[src/rtl/sobel_window_feeder_pkg.sv]
// Shared definitions for the Sobel feeder and the PE chains it drives.
//   PIX_W / ACC_W   : pixel and accumulator widths, shared with pe_sobel
//   feeder_state_e  : feeder FSM encodings
//   gx_weight/gy_weight : 3x3 Sobel kernel weights, row 0 = top, col 0 = left
package sobel_pkg;

  localparam int PIX_W = 8;
  localparam int ACC_W = 16;

  typedef enum logic [1:0] {
    ST_IDLE = 2'd0,
    ST_RUN  = 2'd1,
    ST_DONE = 2'd2
  } feeder_state_e;

  function automatic int gx_weight(input int row, input int col);
    int mag;
    mag = (row == 1) ? 2 : 1;
    if (col == 0) return -mag;
    if (col == 2) return mag;
    return 0;
  endfunction

  function automatic int gy_weight(input int row, input int col);
    int mag;
    mag = (col == 1) ? 2 : 1;
    if (row == 0) return -mag;
    if (row == 2) return mag;
    return 0;
  endfunction

endpackage

[src/rtl/sobel_window_feeder_if.sv]
// Pixel-stream handshake plus column outputs of the Sobel feeder.
//   slave  : the feeder (consumes pixels, produces columns)
//   master : the pixel source / observer of the columns
interface sobel_window_feeder_if;
  logic                        start;
  logic                        pix_valid;
  logic [sobel_pkg::PIX_W-1:0] pix_in;
  logic                        pix_ready;
  logic                        compute_valid;
  logic [sobel_pkg::PIX_W-1:0] x_top;
  logic [sobel_pkg::PIX_W-1:0] x_mid;
  logic [sobel_pkg::PIX_W-1:0] x_bot;
  logic [9:0]                  col_idx;
  logic [9:0]                  row_idx;
  logic                        frame_done;
  logic                        busy;

  modport slave (
    input  start, pix_valid, pix_in,
    output pix_ready, compute_valid, x_top, x_mid, x_bot,
           col_idx, row_idx, frame_done, busy
  );

  modport master (
    output start, pix_valid, pix_in,
    input  pix_ready, compute_valid, x_top, x_mid, x_bot,
           col_idx, row_idx, frame_done, busy
  );
endinterface

[src/rtl/sobel_window_feeder_line_ram.sv]
// One image row of pixel storage.
//   clk      : write clock
//   we_i     : write enable
//   waddr_i  : write column
//   wdata_i  : write pixel
//   raddr_i  : read column (asynchronous read)
//   rdata_o  : read pixel; returns the old word on a same-cycle write to the same column
module sobel_line_ram
  import sobel_pkg::*;
#(
  parameter int DEPTH = 64,
  parameter int AW    = (DEPTH > 1) ? $clog2(DEPTH) : 1
) (
  input  logic             clk,
  input  logic             we_i,
  input  logic [AW-1:0]    waddr_i,
  input  logic [PIX_W-1:0] wdata_i,
  input  logic [AW-1:0]    raddr_i,
  output logic [PIX_W-1:0] rdata_o
);

  logic [PIX_W-1:0] mem_q [DEPTH];

  // Contents are deliberately not reset: rows 0-1 of every frame refill them.
  always_ff @(posedge clk) begin
    if (we_i) mem_q[waddr_i] <= wdata_i;
  end

  assign rdata_o = mem_q[raddr_i];

endmodule

[src/rtl/sobel_window_feeder.sv]
// Sobel window feeder: takes a raster pixel stream, keeps the two previous rows in
// line buffers and emits one 3-row column per accepted pixel from row 2 onward.
//   clk, rst_n : clock, asynchronous active-low reset
//   bus        : pixel handshake in, column/status outputs (sobel_window_feeder_if.slave)
module sobel_window_feeder
  import sobel_pkg::*;
#(
  parameter int IMG_W = 64,
  parameter int IMG_H = 64
) (
  input  logic                  clk,
  input  logic                  rst_n,
  sobel_window_feeder_if.slave  bus
);

  localparam int CW = (IMG_W > 1) ? $clog2(IMG_W) : 1;
  localparam int RW = (IMG_H > 1) ? $clog2(IMG_H) : 1;
  localparam logic [CW-1:0] LAST_COL  = CW'(IMG_W - 1);
  localparam logic [RW-1:0] LAST_ROW  = RW'(IMG_H - 1);
  localparam logic [RW-1:0] FIRST_OUT = RW'(2);

  feeder_state_e    state_q, state_d;
  logic [CW-1:0]    col_q, col_d;
  logic [RW-1:0]    row_q, row_d;
  logic             ready, accept, emit;
  logic [PIX_W-1:0] lba_rd, lbb_rd;

  logic             cv_q;
  logic [PIX_W-1:0] top_q, mid_q, bot_q;
  logic [CW-1:0]    col_idx_q;
  logic [RW-1:0]    row_idx_q;

  assign ready  = (state_q == ST_RUN);
  assign accept = bus.pix_valid & ready;
  assign emit   = accept & (row_q >= FIRST_OUT);

  always_comb begin
    state_d = state_q;
    col_d   = col_q;
    row_d   = row_q;
    case (state_q)
      ST_IDLE: if (bus.start) begin
        state_d = ST_RUN;
        col_d   = '0;
        row_d   = '0;
      end
      ST_RUN: if (accept) begin
        if (col_q == LAST_COL) begin
          col_d = '0;
          row_d = row_q + 1'b1;
          if (row_q == LAST_ROW) state_d = ST_DONE;
        end else begin
          col_d = col_q + 1'b1;
        end
      end
      ST_DONE: state_d = ST_IDLE;
      default: state_d = ST_IDLE;
    endcase
  end

  always_ff @(posedge clk or negedge rst_n) begin
    if (!rst_n) begin
      state_q   <= ST_IDLE;
      col_q     <= '0;
      row_q     <= '0;
      cv_q      <= 1'b0;
      top_q     <= '0;
      mid_q     <= '0;
      bot_q     <= '0;
      col_idx_q <= '0;
      row_idx_q <= '0;
    end else begin
      state_q <= state_d;
      col_q   <= col_d;
      row_q   <= row_d;
      cv_q    <= emit;
      top_q   <= emit ? lbb_rd     : '0;
      mid_q   <= emit ? lba_rd     : '0;
      bot_q   <= emit ? bus.pix_in : '0;
      if (accept) begin
        col_idx_q <= col_q;
        row_idx_q <= row_q;
      end
    end
  end

  // lbA holds row r-1, lbB row r-2; the shift relies on read-before-write at column c.
  sobel_line_ram #(.DEPTH(IMG_W), .AW(CW)) u_lba (
    .clk     (clk),
    .we_i    (accept),
    .waddr_i (col_q),
    .wdata_i (bus.pix_in),
    .raddr_i (col_q),
    .rdata_o (lba_rd)
  );

  sobel_line_ram #(.DEPTH(IMG_W), .AW(CW)) u_lbb (
    .clk     (clk),
    .we_i    (accept),
    .waddr_i (col_q),
    .wdata_i (lba_rd),
    .raddr_i (col_q),
    .rdata_o (lbb_rd)
  );

  assign bus.pix_ready     = ready;
  assign bus.compute_valid = cv_q;
  assign bus.x_top         = top_q;
  assign bus.x_mid         = mid_q;
  assign bus.x_bot         = bot_q;
  assign bus.col_idx       = 10'(col_idx_q);
  assign bus.row_idx       = 10'(row_idx_q);
  assign bus.frame_done    = (state_q == ST_DONE);
  assign bus.busy          = (state_q == ST_RUN) || (state_q == ST_DONE);

endmodule
[src/flat_wrapper.sv]
// flat-port wrapper written by rule: the top's interface ports become plain ports
module sobel_window_feeder_flat import sobel_pkg::*;
#(
  parameter int IMG_W = 64,
  parameter int IMG_H = 64
)
  (clk, rst_n, bus_start, bus_pix_valid, bus_pix_in, bus_pix_ready, bus_compute_valid, bus_x_top, bus_x_mid, bus_x_bot, bus_col_idx, bus_row_idx, bus_frame_done, bus_busy);
  sobel_window_feeder_if bus_i ();
  input  logic clk;
  input  logic rst_n;
  input wire logic [$bits(bus_i.start)-1:0] bus_start;
  input wire logic [$bits(bus_i.pix_valid)-1:0] bus_pix_valid;
  input wire logic [$bits(bus_i.pix_in)-1:0] bus_pix_in;
  output wire logic [$bits(bus_i.pix_ready)-1:0] bus_pix_ready;
  output wire logic [$bits(bus_i.compute_valid)-1:0] bus_compute_valid;
  output wire logic [$bits(bus_i.x_top)-1:0] bus_x_top;
  output wire logic [$bits(bus_i.x_mid)-1:0] bus_x_mid;
  output wire logic [$bits(bus_i.x_bot)-1:0] bus_x_bot;
  output wire logic [$bits(bus_i.col_idx)-1:0] bus_col_idx;
  output wire logic [$bits(bus_i.row_idx)-1:0] bus_row_idx;
  output wire logic [$bits(bus_i.frame_done)-1:0] bus_frame_done;
  output wire logic [$bits(bus_i.busy)-1:0] bus_busy;
  assign bus_i.start = bus_start;
  assign bus_i.pix_valid = bus_pix_valid;
  assign bus_i.pix_in = bus_pix_in;
  assign bus_pix_ready = bus_i.pix_ready;
  assign bus_compute_valid = bus_i.compute_valid;
  assign bus_x_top = bus_i.x_top;
  assign bus_x_mid = bus_i.x_mid;
  assign bus_x_bot = bus_i.x_bot;
  assign bus_col_idx = bus_i.col_idx;
  assign bus_row_idx = bus_i.row_idx;
  assign bus_frame_done = bus_i.frame_done;
  assign bus_busy = bus_i.busy;
  sobel_window_feeder #(.IMG_W(IMG_W), .IMG_H(IMG_H)) u_core (.clk(clk), .rst_n(rst_n), .bus(bus_i));
endmodule
[config.mk]
export PLATFORM = sky130hd
export DESIGN_NAME = sobel_window_feeder_flat
export DESIGN_NICKNAME = d
export VERILOG_FILES = /design/src/rtl/sobel_window_feeder_pkg.sv /design/src/rtl/sobel_window_feeder_if.sv /design/src/rtl/sobel_window_feeder_line_ram.sv /design/src/rtl/sobel_window_feeder.sv /design/src/flat_wrapper.sv
export SDC_FILE = /design/constraint.sdc
export NUM_CORES = 1
export LEC_CHECK = 0
export ABC_CLOCK_PERIOD_IN_PS = 6100
export BUFFER_PORTS_ARGS = -buffer_cell sky130_fd_sc_hd__buf_2
export CELL_PAD_IN_SITES_DETAIL_PLACEMENT = 0
export CELL_PAD_IN_SITES_GLOBAL_PLACEMENT = 1
export CORE_UTILIZATION = 35
export CTS_CLUSTER_SIZE = 28
export DETAILED_ROUTE_END_ITERATION = 10
export GPL_TIMING_DRIVEN = 1
export PLACE_DENSITY_LB_ADDON = 0.1
export SYNTH_ARGS = -nofsm -noshare
export SYNTH_HDL_FRONTEND = slang
export SYNTH_SLANG_ARGS = --single-unit
[constraint.sdc]
create_clock -name clk -period 6.1 [get_ports clk]
set_input_delay 1.22 -clock clk [delete_from_list [all_inputs] [get_ports clk]]
set_output_delay 1.22 -clock clk [all_outputs]
set_load 0.02 [all_outputs]
Yosys cells after proc, flatten, opt, wreduce, memory -nomap -nowiden
Memories as Yosys holds them, arrays and structs flattened.
Index checks and enable logic that the tools add are counted.
- add/subtract/negate cells: 2
- magnitude comparators: 1
- eq/ne operators: 8
- muxes and demuxes: 17
- bitwise operators: 2
- reductions and logical operators: 6
- operators with widths (kind ; count):
    6-bit 2-to-1 mux ; 5
    8-bit 2-to-1 mux ; 3
    6-bit case mux with 2 select lines ; 2
    6-bit by 1-bit adder with 6-bit output (second input constant) ; 2
    6-bit equality test (second input constant) ; 2
    2-bit 2-to-1 mux ; 4
    2-bit != test (second input constant) ; 4
    4-bit AND reduction ; 2
    6-bit by 2-bit greater-or-equal comparator with 1-bit output (second input constant) ; 1
    2-bit case mux with 2 select lines ; 1
    3-bit AND reduction ; 1
    1-bit bitwise AND ; 2
    2-bit by 1-bit equality test with 1-bit output (second input constant) ; 1
    2-bit equality test (second input constant) ; 1
    2-bit zero test ; 1
    1-bit 2-to-1 mux ; 2
    2-bit nonzero test ; 1
    1-bit logical OR ; 1
- register bits after elaboration: 51
- bits in writable memories: 1024
- bits of input ports: 12
- word-level logic and storage cells: 47
- memories kept: 2
- memory list (memory ; depth ; bits a word ; rd ports ; clocked after Yosys merged registers in ; write ports ; line ; text):
    u_core.u_lba.mem_q ; 64 ; 8 ; 1 ; 0 ; 1 ; sobel_window_feeder_line_ram.sv:22 ; logic [PIX_W-1:0] mem_q [DEPTH];
    u_core.u_lbb.mem_q ; 64 ; 8 ; 1 ; 0 ; 1 ; sobel_window_feeder_line_ram.sv:22 ;

Depth between registers and ports, before layout
Gate-level depths: netlist of run 1.
- word-level depth: 5
- gate-level depth with buffers: 11

Hierarchy
A second synthesis of run 1 with hierarchy kept.
- cells, all modules: 2058
- area total of the unflattened synthesis: 42238.0 um2
- modules (own cells, without submodules) (module ; times used ; cells each ; area each (um2) ; sequential area each (um2)):
    sobel_line_ram ; 2 ; 932 ; 20006.7 ; 15374.7
    sobel_window_feeder ; 1 ; 194 ; 2224.6 ; 1276.2

Worst setup path before layout of run 1
No wires, ideal clock.
- path kind: register -> register
- start point: reg u_core.col_q[0]
- end point: mem u_core.u_lbb.mem_q[0][3], data pin
- library setup time: 671 ps
- arrival time: 2958 ps
- data required time: 5429 ps
- slack: 2471 ps
- cell stages (with the launch flop): 10
- buffers on the path: 4
- clock period less this slack: 3629 ps
- path through: dfrtp_1 -> buf_6 -> buf_12 -> buf_6 -> buf_2 -> mux4_2 -> a22oi_1 -> o21ai_0 -> nor2_1 -> nand4_1
- word-level cells in the longest chain between the ends: 1
- RTL lines (what ; line ; text):
    start: declaration ; sobel_window_feeder.sv:23 ; logic [CW-1:0] col_q, col_d;
    start signal: assignment ; sobel_window_feeder.sv:74 ; col_q <= col_d;
    memory read 64 x 8 bit ; -- ;
    named net u_core.lba_rd[3] ; sobel_window_feeder.sv:26 ; logic [PIX_W-1:0] lba_rd, lbb_rd;
    end: declaration ; sobel_window_feeder_line_ram.sv:22 ;
The timed path passes the listed nets, and every way through them passes these cells.

Worst setup path in the final report of run 1
- start point: reg u_core.col_q[0]
- end point: mem u_core.u_lbb.mem_q[28][3], data pin
The elaborated chain is that of the path after synthesis.

==> metrics.md, run 1 <==
| Metric | Value |
|---|---|
| Status | completed |
| Final Max Slew Viols | 0 |
| Fin nets | 2260 |
| Gate count of the mapped netlist | 2074 |
| Most common cell after layout, fill and taps aside | edfxtp_1 |
| Avg Inst Size Synth | 20.2 um2 |
| FMAX | 206 MHz |
| Maxcap violations | 0 |
| PwrDens | 440 nW/um2 |
| Longest Clk Path Bufs | 3 |
| CP Launch Type | register |
| Post-route setup slack | 1250 ps |
| Final WL | 125000 um |
| Final setup fails | 0 |
| Number of synthesized register bits | 1075 |
| Clock sink total | 1075 |
| Largest net degree at the start of global routing | 82 |
| Cell Area, Synth | 41800 um2 |
| Initial antenna violation count | 4 |
| Crit path max fanout | 70 |
| Vias per cell | 5.48 |
| Hold_buf cts | 0 |
| Critical Path AT | 5230 ps |
| Worst IR drop on VDD | 0.274 mV |
| Synth unique cells | 66 |
| Fill cell count | 10600 |
| CTS tree | done |
| Fin Hold WS | 497 ps |
| H-Tree Level Count | 3 |
| Clk root buf | clkbuf_16 |
| Worst Tran Pin Value | 1240 ps |
| Reg2Reg Launch Point | u_core.col_q[0] |
| Routed Antenna Nets | 0 |
| Detailed placement HPWL | 77200 um |
| Global Route Usage Sum | 20.7% |
| Setup TNS | 0 ps |
| Dpl ws | 1570 ps |
| Avg WL per Cell | 32.2 um |
| RSZ-0062 raised after global routing | no |
| Asr flop ratio synth | 4.74% |
| LEAKAGE | 15.2 nW |
| DP Cell Count | 3662 |
| Slew HR | 14.9% |
| Top-Level Pins | 60 |
| Share of layout cells above drive strength 1 | 23.5% |
| Crit Path Class | register to register |
| Die area | 121000 um2 |
| Drt first pass iters | 5 |
| Die height | 348 um |
| Period utilization | 79.5% |
| Skew final | 29.9 ps |
| Starting DRC count in detailed routing | 2066 |
| Vias after detailed routing | 21300 |
| Post-CTS Resized | 0 |
| Global-route wire length before repair | 175000 um |
| Minimum clock period | 4850 ps |
| Most frequent cells in the layout | edfxtp_1 (1024), mux4_2 (177), mux2i_1 (158) |
| Ys Warns | 0 |
| FF/Latch Area | 32000 um2 |
| Core Rows | 126 |
| Synthesis-to-finish area growth | 14.5% |
| Worst-skew pair later-pin latency | 710 ps |
| Post-synthesis sequential area ratio | 76.6% |
| CTS Buf Count | 113 |
| Die width | 348 um |
| Hold Path Origin | u_core.row_idx_q[3] |
| Drc violations | 0 |
| Multi-input logic area | 9020 um2 |
| Worst-path clk slew | 60 ps |
| Finished Layout Cells | 3878 |
| Ys flop type | edfxtp_1 |
| Min-delay worst type | register to register |
| GPL Wtd Cong | 0.830 |
| Critical Path Start | u_core.col_q[0] |
| Vias in the first global route | 21600 |
| GRT overflow | 0 |
| # port buffers | 51 |
| Core area | 118000 um2 |
| Worst EP required | 6470 ps |
| Postcts setup bufs | 0 |
| Final hold vios | 0 |
| EDFF count, synth | 1024 |
| CP Capture Type | register |
| Starting density of the core | 35.3% |
-- kinds of logic (layout without fill, tap and decap cells) --
family                   Yosys count  count (layout)  share of synthesized area [%]
AND/OR/NAND/NOR                  288             288                           3.48
adder cells (fa/ha/maj)            7               7                          0.210
flip-flops                      1075            1075                           76.6
buffers and inverters            129             388                           1.89
multiplexers                     351             351                           14.0
AO/OA/AOI/OAI                    223             223                           3.81
other                              1              10                        0.00897
-- where the power goes --
part	switching (W)	internal (W)
registers	0.000222	0.00908
logic	0.00332	0.00159
clock network	0.00290	0.00396
total	0.00644	0.0146
-- final timing paths --
| path | cells after the start | slack (ps) | to |
|---|---|---|---|
| max | 8 | 1250 | u_core.u_lbb.mem_q[28][3] |
| min in group asynchronous | 2 | 710 | u_core.bus.x_mid[7] |
| min | 2 | 500 | u_core.row_idx_q[3] |
| max in group asynchronous | 2 | 4710 | u_core.col_q[0] |
| min reg2reg | 2 | 500 | u_core.row_idx_q[3] |
| max reg2reg | 8 | 1250 | u_core.u_lbb.mem_q[28][3] |
-- worst max-delay path: stages (launching register included) --
cell	delay (ps)
dfrtp_4	850
buf_12	420
buf_4	360
mux4_2	550
mux2i_1	200
o2111ai_1	340
nor2_1	590
nand4_1	460
buf_4	440
-- cell usage after synthesis (4+ instances only) --
cell type / count / area [um2]
a22o_1: 12 / 105
buf_2: 32 / 160
buf_1: 9 / 33.8
a31oi_1: 6 / 37.5
inv_1: 7 / 26.3
dfrtp_1: 51 / 1280
nand2_1: 58 / 218
nand3_1: 41 / 205
o2111ai_1: 11 / 96.3
edfxtp_1: 1024 / 30700
mux2i_1: 158 / 1580
o31a_1: 5 / 43.8
and2_1: 13 / 81.3
buf_6: 16 / 180
ha_1: 7 / 87.6
nand2b_1: 9 / 56.3
o22ai_1: 21 / 131
nand4_1: 13 / 81.3
nor3_1: 4 / 20.0
mux4_2: 177 / 3990
a22oi_1: 82 / 616
a41oi_1: 7 / 61.3
nor2_1: 96 / 360
mux4_1: 6 / 158
nor2b_1: 9 / 56.3
o21ai_0: 38 / 190
nor4bb_1: 4 / 40.0
mux2_2: 10 / 113
a32oi_1: 12 / 105
and3_1: 9 / 56.3
clkbuf_1: 33 / 124
nand3b_1: 4 / 30.0
a21oi_1: 13 / 65.1
buf_4: 25 / 188
-- metrics by stage --
step           cell area, um2  power (W)  utilization, %
2_1_floorplan           41800     0.0124               -
3_3_place_gp            44200     0.0144            37.4
3_5_place_dp            44200     0.0145            37.4
4_1_cts                 47900     0.0213            40.5
5_1_grt                 47900     0.0218            40.5
6_report                47900     0.0211            40.5
-- layer usage --
metal / share of wire, % / GRT usage [%] / routed length, um
met1: 44 / 29.1 / 55300
met4: 2.5 / 5.47 / 3160
met2: 48 / 33.5 / 59400
met3: 5.6 / 3.34 / 7040
met5: 0 / 0 / 0
-- state kept, by name, summed over array words and instances (netlist names) --
name / flops
u_core.u_lba.mem_q: 512
u_core.state_q: 2
u_core.col_q: 6
u_core.bus.x_top: 8
u_core.bus.x_bot: 8
u_core.col_idx_q: 6
u_core.row_q: 6
u_core.row_idx_q: 6
u_core.u_lbb.mem_q: 512
u_core.bus.x_mid: 8
u_core.bus.compute_valid: 1
-- final cells by class --
class | count | share of cell area, %
inverter | 8 | 0.0627
timing repair buffer | 166 | 2.42
sequential | 1075 | 67.0
clock inverter | 73 | 1.34
clock buffer | 141 | 6.36
multi-input combinational | 877 | 18.8
tap | 1536 | 4.02
antenna | 2 | 0.0105
Note: power is estimated with default switching activity, not from simulation.
==> run 2: changes to the inputs <==
--- a/config.mk
+++ b/config.mk
@@ -5,7 +5,8 @@
 export SDC_FILE = /design/constraint.sdc
 export NUM_CORES = 1
 export LEC_CHECK = 0
-export ABC_CLOCK_PERIOD_IN_PS = 6100
+export ABC_AREA = 1
+export ABC_CLOCK_PERIOD_IN_PS = 4400
 export BUFFER_PORTS_ARGS = -buffer_cell sky130_fd_sc_hd__buf_2
 export CELL_PAD_IN_SITES_DETAIL_PLACEMENT = 0
 export CELL_PAD_IN_SITES_GLOBAL_PLACEMENT = 1
==> constraint.sdc (replaced) <==
create_clock -name clk -period 4.4 [get_ports clk]
set_input_delay 0.88 -clock clk [delete_from_list [all_inputs] [get_ports clk]]
set_output_delay 0.88 -clock clk [all_outputs]
set_load 0.02 [all_outputs]
==> run 2 against run 1 <==
Setup slack lost 650 ps. Synthesized cell count grew 110%. Largest power group unchanged. Worst hold slack lost 210 ps. Synthesized area grew 9.4%. Cell count grew 65%. Sequential share of layout area shrank 6.4 points. Global-route usage grew 0.74 points. Highest routed layer is now met5.
==> metrics.md, run 2 <==
| Metric | Value |
|---|---|
| Status | completed (unchanged) |
| CTS Buf Count | 121 (was 113) |
| Setup TNS | 0 ps (unchanged) |
| Core area | 129000 um2 (was 118000 um2) |
| CTS tree | done (unchanged) |
| Skew final | 35.0 ps (was 29.9 ps) |
| H-Tree Level Count | 3 (unchanged) |
| Initial antenna violation count | 10 (was 4) |
| # port buffers | 51 (unchanged) |
| Avg Inst Size Synth | 10.5 um2 (was 20.2 um2) |
| GRT overflow | 0 (unchanged) |
| Vias in the first global route | 27900 (was 21600) |
| Vias per cell | 4.60 (was 5.48) |
| Largest net degree at the start of global routing | 111 (was 82) |
| Routed Antenna Nets | 0 (unchanged) |
| Crit path cell chain | inv_8 > buf_4 > o21ai_0 > nand2_1 > o21ai_0 > nand2_1 > nor2_1 > nand2_2 > buf_12 (was buf_12 > buf_4 > mux4_2 > mux2i_1 > o2111ai_1 > nor2_1 > nand4_1 > buf_4) |
| Register-to-Register Path Depth | 9 (was 8) |
| Synth top cells by count | nand2_1 (1211), edfxtp_1 (1024), inv_1 (872), nand3_1 (422), nor2_1 (282) (was edfxtp_1 (1024), mux4_2 (177), mux2i_1 (158), nor2_1 (96), a22oi_1 (82)) |
| Global-route wire length before repair | 203000 um (was 175000 um) |
| Asr flop ratio synth | 4.74% (unchanged) |
| CP peak stage delay | 690 ps (was 850 ps) |
| Maxcap violations | 0 (unchanged) |
| Final setup fails | 0 (unchanged) |
| GPL Wtd Cong | 0.791 (was 0.830) |
| FF/Latch Area | 32000 um2 (about the same) |
| Largest regs | u_core.u_lba.mem_q: 512 flops, u_core.u_lbb.mem_q: 512 flops (unchanged) |
| Fin nets | 4566 (was 2260) |
| Final non-filler cell area | 52900 um2 (was 47900 um2) |
| Vias after detailed routing | 29400 (was 21300) |
| CP delay by family, top | simple AND/OR/NAND/NOR gates (was buffers and inverters) |
| Synthesis-to-finish area growth | 15.8% (was 14.5%) |
| Worst path slowest cell | dfrtp_4 (unchanged) |
| Global Route Usage Sum | 21.5% (was 20.7%) |
| Drt first pass iters | 6 (was 5) |
| Final WL | 140000 um (was 125000 um) |
| Antenna Cells | 0 (was 2) |
| Fin Hold WS | 285 ps (was 497 ps) |
| Crit path max fanout | 71 (was 70) |
| Worst R2R End | u_core.u_lbb.mem_q[22][0] (was u_core.u_lbb.mem_q[28][3]) |
| Cell Area, Synth | 45700 um2 (was 41800 um2) |
| Longest Clk Path Bufs | 3 (unchanged) |
| Placed Area | 49300 um2 (was 44200 um2) |
| Worst IR drop on VDD | 0.500 mV (was 0.274 mV) |
| Detailed placement HPWL | 84200 um (was 77200 um) |
| Final hold vios | 0 (unchanged) |
| Postcts setup bufs | 0 (unchanged) |
| Worst Path Buf+Inv | 3 (unchanged) |
| Clock sink total | 1075 (unchanged) |
| Post-CTS Resized | 0 (unchanged) |
| Reg2Reg Launch Point | u_core.col_q[0] (unchanged) |
| Hold_buf cts | 0 (unchanged) |
| Synth unique cells | 29 (was 66) |
| Min-delay worst type | input pin to asynchronous set/reset pin (was register to register) |
| Sw Ratio | 35.7% (was 30.6%) |
| Crit Path Class | register to register (unchanged) |
| Worst EP required | 4860 ps (was 6470 ps) |
| Flop pwr share | 40.8% (was 44.1%) |
| Clock share of power | 28.6% (was 32.6%) |
| Ys Warns | 0 (unchanged) |
| Worst-skew pair later-pin latency | 740 ps (was 710 ps) |
| PwrDens | 627 nW/um2 (was 440 nW/um2) |
| Period utilization | 86.4% (was 79.5%) |
| CP Capture Type | register (unchanged) |
| Critical Path Start | u_core.col_q[0] (unchanged) |
| Critical Path AT | 4260 ps (was 5230 ps) |
| Logic gate share of total power | 30.6% (was 23.3%) |
| Starting DRC count in detailed routing | 2086 (was 2066) |
| Die width | 363 um (was 348 um) |
| Share of layout cells above drive strength 1 | 11.4% (was 23.5%) |
| Fill cell count | 12700 (was 10600) |
| Top-area cell type share of the netlist area | 67.3% (was 73.6%) |
| Minimum clock period | 3800 ps (was 4850 ps) |
| RSZ-0062 raised after global routing | no (unchanged) |
| Most common cell after layout, fill and taps aside | nand2_1 (was edfxtp_1) |
| P_int | 0.0213 W (was 0.0146 W) |
| Top-Level Pins | 60 (unchanged) |
| Worst-path clk slew | 60 ps (about the same) |
| Post-synthesis sequential area ratio | 70.0% (was 76.6%) |
| Drc violations | 0 (unchanged) |
| Core Rows | 132 (was 126) |
| EDFF count, synth | 1024 (unchanged) |
| Most frequent cells in the layout | nand2_1 (1201), edfxtp_1 (1024), inv_1 (871) (was edfxtp_1 (1024), mux4_2 (177), mux2i_1 (158)) |
| Synth area leaders | edfxtp_1 (67%), nand2_1 (9.9%), inv_1 (7.2%) (was edfxtp_1 (74%), mux4_2 (9.5%), mux2i_1 (3.8%)) |
| Number of synthesized register bits | 1075 (unchanged) |
| LEAKAGE | 22.6 nW (was 15.2 nW) |
| Starting density of the core | 35.3% (about the same) |
| Slew HR | 17.7% (was 14.9%) |
| Clk root buf | clkbuf_16 (unchanged) |
| Die area | 132000 um2 (was 121000 um2) |
| Switching power | 0.0118 W (was 0.00644 W) |
| Ys flop type | edfxtp_1 (unchanged) |
| FMAX | 263 MHz (was 206 MHz) |
| Leading area contributor after synthesis | edfxtp_1 (unchanged) |
| Multi-input logic area | 9690 um2 (was 9020 um2) |
| R2R Setup Slk | 600 ps (was 1250 ps) |
| Die height | 363 um (was 348 um) |
| Most frequent cell after synthesis | nand2_1 (was edfxtp_1) |
| Worst Tran Pin Value | 1230 ps (was 1240 ps) |
| Final Max Slew Viols | 0 (unchanged) |
| CP Launch Type | register (unchanged) |
| Gate count of the mapped netlist | 4363 (was 2074) |
| Avg WL per Cell | 22.0 um (was 32.2 um) |
run 2: changes by cell type in the layout (fill, tap and decap cells not counted), moves of 26 or more:
| cell | before | now |
|---|---|---|
| or2_2 | 3 | 64 |
| inv_1 | 7 | 871 |
| nand3_1 | 41 | 422 |
| buf_4 | 112 | 165 |
| a22oi_1 | 82 | 1 |
| nand2_1 | 58 | 1201 |
| o21ai_0 | 38 | 141 |
| buf_12 | 3 | 29 |
| nor2_2 | 1 | 43 |
| mux4_2 | 177 | 0 |
| nor2_1 | 95 | 236 |
| mux2i_1 | 158 | 0 |
run 2: worst reg2reg max path, delay by kind of cell, from the launching register on:
| family | cells | cell delay, ps |
|---|---|---|
| buf+inv | 3 | 1080 |
| compound gates | 2 | 690 |
| flops | 1 | 690 |
| simple gates | 4 | 1040 |
run 2: power groups by stage:
stage / combinational [W] / clock (W) / sequential (W)
floorplan: 0.00543 / 0 / 0.0139
CTS: 0.0104 / 0.00974 / 0.0135
finish: 0.0101 / 0.00950 / 0.0135
detailed placement: 0.0104 / 0 / 0.0137
global placement: 0.0104 / 0 / 0.0137
global route: 0.0112 / 0.0101 / 0.0136
run 2: logic make-up after synthesis:
kind of cell / count (synthesis) / share of synthesized area [%]
compound gates: 192 / 2.20
flops: 1075 / 70.0
other cells: 1 / 0.00820
buf+inv: 1065 / 9.18
simple gates: 2023 / 18.4
fa+ha+maj: 7 / 0.192
run 2: how the worst max path moves through the flow:
stage	to	slack, ps	cells past startpoint
CTS	u_core.u_lbb.mem_q[43][7]	540	11
global placement	u_core.u_lbb.mem_q[9][7]	580	11
finish	u_core.u_lbb.mem_q[22][0]	600	9
global route	u_core.u_lbb.mem_q[43][7]	380	11
floorplan	u_core.u_lba.mem_q[40][0]	1790	6
detailed placement	u_core.u_lbb.mem_q[8][7]	560	11
run 2: metal layers:
layer / wire length, um / vias up / GRT usage [%]
met5: 41 / - / 0
met4: 4040 / 6 / 6.44
met3: 6910 / 195 / 3.92
met2: 63700 / 607 / 33.7
met1: 65700 / 14300 / 30.1
li1: - / 14300 / -
run 2: area by class of cell:
cell class	count	area share [%]
inverter	874	6.21
clock buffer	162	6.19
multi-input combinational	2230	18.3
tap	1742	4.12
timing repair buffer	245	3.92
clock inverter	61	0.728
sequential	1075	60.5
run 2: metrics by stage:
| stage | cells | worst slack, ps | util (%) | total power [W] |
|---|---|---|---|---|
| floorplan | 4370 | 1790 | - | 0.0193 |
| finish | 6389 | 597 | 40.9 | 0.0332 |
| global placement | 6166 | 580 | 38.0 | 0.0241 |
| detailed placement | 6166 | 558 | 38.0 | 0.0241 |
| CTS | 6389 | 539 | 40.9 | 0.0337 |
| global route | 6389 | 384 | 40.9 | 0.0349 |
